## src/rtl/dcache_l1_burst_adapter.sv

```systemverilog
// L1 data-cache request port to external memory bus adapter: one outstanding request,
// line-aligned burst reads, in-order registered read return. Atomics gated by DCACHE_L1_BURST_AMO_EN.
module dcache_l1_burst_adapter #(
  parameter int LINE_W = 4,
  parameter int ADDR_W = 32
) (
  input  logic              clk,
  input  logic              rst_n,
  input  logic              req_request,
  input  logic [ADDR_W-1:0] req_addr,
  input  logic [31:0]       req_data,
  input  logic              req_rnw,
  input  logic [3:0]        req_be,
  input  logic [4:0]        req_size,
  input  logic              req_is_amo,
  input  logic [4:0]        req_amo,
  output logic              req_ack,
  output logic              rsp_data_valid,
  output logic [31:0]       rsp_data,
  output logic              mem_request,
  input  logic              mem_ready,
  output logic [ADDR_W-1:0] mem_addr,
  output logic [31:0]       mem_wdata,
  output logic              mem_we,
  output logic [3:0]        mem_be,
  output logic [4:0]        mem_len,
  output logic              mem_is_amo,
  output logic [4:0]        mem_amo,
  input  logic              mem_rvalid,
  input  logic [31:0]       mem_rdata
);

  localparam int OFF_W = $clog2(LINE_W) + 2;
  localparam logic [ADDR_W-1:0] LINE_MASK = ~((ADDR_W'(1) << OFF_W) - ADDR_W'(1));

  typedef enum logic [1:0] {IDLE, ISSUE, READ} state_t;

  state_t            state, state_nxt;
  logic              ack;
  logic [ADDR_W-1:0] cap_addr;
  logic [31:0]       cap_data;
  logic              cap_rnw;
  logic [3:0]        cap_be;
  logic [4:0]        cap_size;
  logic [4:0]        beats_left;
  logic              beat;

  always_ff @(posedge clk or negedge rst_n)
    if (!rst_n) state <= IDLE;
    else        state <= state_nxt;

  always_comb begin
    state_nxt   = state;
    ack         = 1'b0;
    mem_request = 1'b0;
    case (state)
      IDLE:    if (req_request) begin
                 ack       = 1'b1;
                 state_nxt = ISSUE;
               end
      ISSUE: begin
        mem_request = 1'b1;
        if (mem_ready) state_nxt = cap_rnw ? READ : IDLE;
      end
      READ:    if (mem_rvalid && beats_left == 5'd0) state_nxt = IDLE;
      default: state_nxt = IDLE;
    endcase
  end

  // Gate with reset so a request held during reset is never acknowledged.
  assign req_ack = ack & rst_n;
  assign beat    = (state == READ) && mem_rvalid;

  always_ff @(posedge clk or negedge rst_n) begin
    if (!rst_n) begin
      cap_addr       <= '0;
      cap_data       <= '0;
      cap_rnw        <= 1'b1;
      cap_be         <= '0;
      cap_size       <= '0;
      beats_left     <= '0;
      rsp_data_valid <= 1'b0;
      rsp_data       <= '0;
    end else begin
      if (ack) begin
        cap_addr <= req_addr;
        cap_data <= req_data;
        cap_rnw  <= req_rnw;
        cap_be   <= req_be;
        // Writes are single-beat only, so their length is forced to zero.
        cap_size <= req_rnw ? req_size : 5'd0;
      end
      if (state == ISSUE && mem_ready)
        beats_left <= cap_size;
      else if (beat && beats_left != 5'd0)
        beats_left <= beats_left - 5'd1;
      rsp_data_valid <= beat;
      if (beat) rsp_data <= mem_rdata;
    end
  end

  assign mem_addr  = (cap_size != 5'd0) ? (cap_addr & LINE_MASK) : cap_addr;
  assign mem_len   = cap_size;
  assign mem_wdata = cap_data;
  assign mem_we    = ~cap_rnw;
  assign mem_be    = cap_be;

`ifdef DCACHE_L1_BURST_AMO_EN
  logic       cap_is_amo;
  logic [4:0] cap_amo;

  always_ff @(posedge clk or negedge rst_n)
    if (!rst_n) begin
      cap_is_amo <= 1'b0;
      cap_amo    <= '0;
    end else if (ack) begin
      cap_is_amo <= req_is_amo;
      cap_amo    <= req_amo;
    end

  assign mem_is_amo = cap_is_amo;
  assign mem_amo    = cap_amo;
`else
  // Atomics collapse to plain accesses; the opcode inputs are intentionally dropped.
  logic unused_amo;
  assign unused_amo = ^{req_is_amo, req_amo};
  assign mem_is_amo = 1'b0;
  assign mem_amo    = 5'd0;
`endif

endmodule

```

## config.mk

```make
export PLATFORM = sky130hd
export DESIGN_NAME = dcache_l1_burst_adapter
export DESIGN_NICKNAME = d
export VERILOG_FILES = /design/src/rtl/dcache_l1_burst_adapter.sv
export SDC_FILE = /design/constraint.sdc
export NUM_CORES = 1
export LEC_CHECK = 0
export ABC_CLOCK_PERIOD_IN_PS = 1400
export CAP_MARGIN = 20
export CORE_MARGIN = 2
export CORE_UTILIZATION = 37
export DETAILED_ROUTE_END_ITERATION = 6
export HOLD_SLACK_MARGIN = 0.1
export PLACE_DENSITY = 0.8
export SLEW_MARGIN = 20
export SYNTH_ARGS = -nofsm -noshare
export SYNTH_HDL_FRONTEND = slang
export SYNTH_SLANG_ARGS = --single-unit
```

## constraint.sdc

```tcl
create_clock -name clk -period 1.4 [get_ports clk]
set_input_delay 0.28 -clock clk [delete_from_list [all_inputs] [get_ports clk]]
set_output_delay 0.28 -clock clk [all_outputs]
set_load 0.05 [all_outputs]
```

==> results.toml, run 1 <==
[outcome]
status = "finished with violations"
violations = "negative setup slack"

[timing]
setup_violations = 86
fmax_mhz = 486
period_share_pct = 147
slew_headroom_pct = 60.2
fin_skew_ns = 0.00983
min_period_ns = 2.06
max_slew.worst_pin.slew_ns = 0.597
maxSlewViolCount = 0
fin_ws_ns = -0.659
hold_viol = 0
rsz0062_at_grt = "yes"
fin_tns_setup_ns = -17.30

[clock_network]
cts_root_buf = "clkbuf_16"
cts_buffer_depth = 2
worstSkewPairLatency_ns = 0.41
cts.sinks = 114
cts_tree = "yes"
numCtsBuffers = 17
clk_pin_slew_worst_paths_ns = 0.05
cts_max_level = 4

[hold_path]
hold_path_class = "in2reg"
hold_path_startpoint = "mem_rdata[10]"

[detailed_routing]
dr.pass1.iters = 4
wl_per_cell_um = 18.4
antenna_left = 0
drt-initial-drc-count = 187
post_drt_via_cell_ratio = 4.77
drc = 0
route.met3.wl_um = 975
wl_met2_um = 9830
wl_met1_um = 6240
wl_um = 17600
vias = 4567
highest_layer = "met5"

[power]
p_int_mw = 16.2
p_comb_share_pct = 62.3
power_per_cell_area_nw_per_um2 = 2860
power.switching_mw = 12.5
clkPwrFrac_pct = 14.3
seqPwrFrac_pct = 23.3
p_leak_nw = 4.97
sw_frac_of_total_pct = 43.5
irDropWorstVdd_v = 0.00173

[global_route]
grt.total_usage_pct = 24.5
grt_overflow = 0
grt_max_degree = 115
grt_pass1_wl_um = 25000
grt_antenna_before_repair = 1
grt_pass1_vias = 4777

[worst_setup_path]
cpPeakStageDelay_ns = 0.54
critPathMaxFanout = 4
cp_data_arrival_time_ns = 1.78
crit_path_start_kind = "register"
worst-setup-path-type = "reg2out"
worstSetupEndpointType = "primary output"
path_cells = "or4_4, nor2_4, and2_4, buf_12"
r2r-start = "state[1]"
slowest_stage = "or4_4"
worstPathRequired_ns = 1.12
crit_start = "mem_len[4]"

[cells_and_area]
fillerInstances = 751
nets = 892
drive_above_1_share_pct = 45.7
syn2layout_area_growth_pct = 113
final_cell_mix = "nand2_1 (186), buf_12 (122), dfrtp_1 (109), clkdlybuf4s50_1 (109), nand2_2 (81)"
n_antenna_cell = 0
layout_commonest_cell = "nand2_1"

[synth]
syn_inst = 529
synth_seq_cells = 114
synth.distinct_cells = 34
synth_area_um2 = 4700
yosysTopAreaCellShare_pct = 60.1
yosysSeqAreaShare_pct = 60.7
syn-mean-instance-area_um2 = 8.89
synthTopCellsByArea = "dfrtp_1 (60%), nand2_1 (25%), buf_4 (5.4%), buf_2 (1.5%), and2_1 (0.67%)"
synth.largest_area_cell = "dfrtp_1"
synth_warnings = 0

[floorplanning]
num_rows = 41
die_h_um = 117
core_area_um2 = 12500
ios = 232
initial_utilization_pct = 37.6
die_area_um2 = 13600
die_w_um = 117

[place]
dpl.hpwl_um = 10200
dp_slack_ns = -0.375
port_buffers = 219
place.gp.congestion = 0.764

[flow_run]
drv_cap = 0
-- worst max-delay path: cells and delay by family, from the launching register on --
family	cells	cell delay, ns
simple gates	3	0.86
flops	1	0.38
buf+inv	1	0.13
-- state kept, by name (all words and copies together) (netlist names) --
signal,count
cap_addr,32
mem_wdata,32
rsp_data,32
beats_left,5
mem_len,5
mem_be,4
state,2
cap_rnw,1
rsp_data_valid,1
-- timing repair --
action / CTS / global route
pin swaps: 56 / 94
hold buffers: 1 / 0
endpoints found under the hold margin: 113 / 0
setup endpoints to repair: 90 / 124
cloned: 12 / 6
gates resized for setup: 111 / 156
setup buffers: 28 / 10
-- final timing paths --
path	endpoint	slack [ns]	cells after the start
min in group asynchronous	rsp_data[10]	0.59	3
max in group asynchronous	state[0]	0.37	3
worst max-delay path	mem_addr[0]	-0.66	4
worst max register to register	mem_len[2]	-0.26	9
worst min register to register	cap_rnw	0.49	2
worst min-delay path	rsp_data[10]	0.40	3
-- kinds of logic (layout without fill, tap and decap cells) --
group	count (synthesis)	after routing	share of synthesized area (%)
flops	114	114	60.7
compound gates	11	11	1.94
other cells	1	6	0.0798
buf+inv	63	313	8.12
fa+ha+maj	1	1	0.266
simple gates	337	338	28.4
mux	2	2	0.452
-- cell type report --
class	count	area [um2]	share of cell area (%)
Tap cell	172	215	2.15
Timing Repair Buffer	277	4140	41.4
Inverter	6	25.0	0.250
Clock buffer	25	515	5.15
Multi-Input combinational cell	358	2200	22.0
Clock inverter	5	50.0	0.500
Sequential cell	114	2860	28.6
-- stage by stage --
step	total power [mW]	std cells	area (um2)	hold WS, ns	utilization, %
final	28.6	957	10000	0.398	79.9
after global routing	29.8	957	10000	0.387	79.9
after CTS	28.1	961	9640	0.381	77.0
after detailed placement	21.9	890	8120	0.443	64.9
after global placement	21.5	890	8120	0.432	64.9
after floorplan	13.9	534	4760	-0.0156	-
-- layer usage --
metal,GRT usage (%),up-vias
li1,-,2091
met1,27.0,2272
met3,7.73,36
met2,43.1,166
met5,0,-
met4,11.3,2
-- cell usage after synthesis --
| cell | count |
|---|---|
| nand2_1 | 314 |
| dfrtp_1 | 113 |
| buf_4 | 34 |
| buf_2 | 14 |
| clkbuf_1 | 7 |
| and2_1 | 5 |
| inv_1 | 5 |
| nand3_1 | 5 |
| a221o_1 | 2 |
| buf_1 | 2 |
| nor2_1 | 2 |
| o21a_1 | 2 |
| o21ai_0 | 2 |
| o32a_1 | 2 |
| a32o_1 | 1 |
| and3b_1 | 1 |
| conb_1 | 1 |
| dfstp_2 | 1 |
| ha_1 | 1 |
| inv_2 | 1 |
| mux2_1 | 1 |
| mux2i_1 | 1 |
| nand2b_1 | 1 |
| nand3b_1 | 1 |
| nand3b_2 | 1 |
| nor3_1 | 1 |
| nor3b_2 | 1 |
| nor4_1 | 1 |
| nor4b_2 | 1 |
| o311ai_0 | 1 |
| o31ai_1 | 1 |
| or3_1 | 1 |
| or3b_1 | 1 |
| or4_1 | 1 |
-- power by group through the flow --
stage | Sequential (mW) | Clock, mW | Combinational, mW
after floorplan | 9.29 | 0 | 4.59
after global placement | 6.50 | 0 | 15.0
after detailed placement | 6.61 | 0 | 15.3
after CTS | 6.61 | 4.17 | 17.3
after global routing | 6.86 | 4.33 | 18.6
final | 6.68 | 4.11 | 17.9
(Power assumes the default switching activity.)
==> run 2: changes to the inputs <==
Settings changed: CTS_CLUSTER_DIAMETER from default to 150.
==> results of run 2 <==
Same layout as run 1: the final DEF is identical, and so are final timing and power.
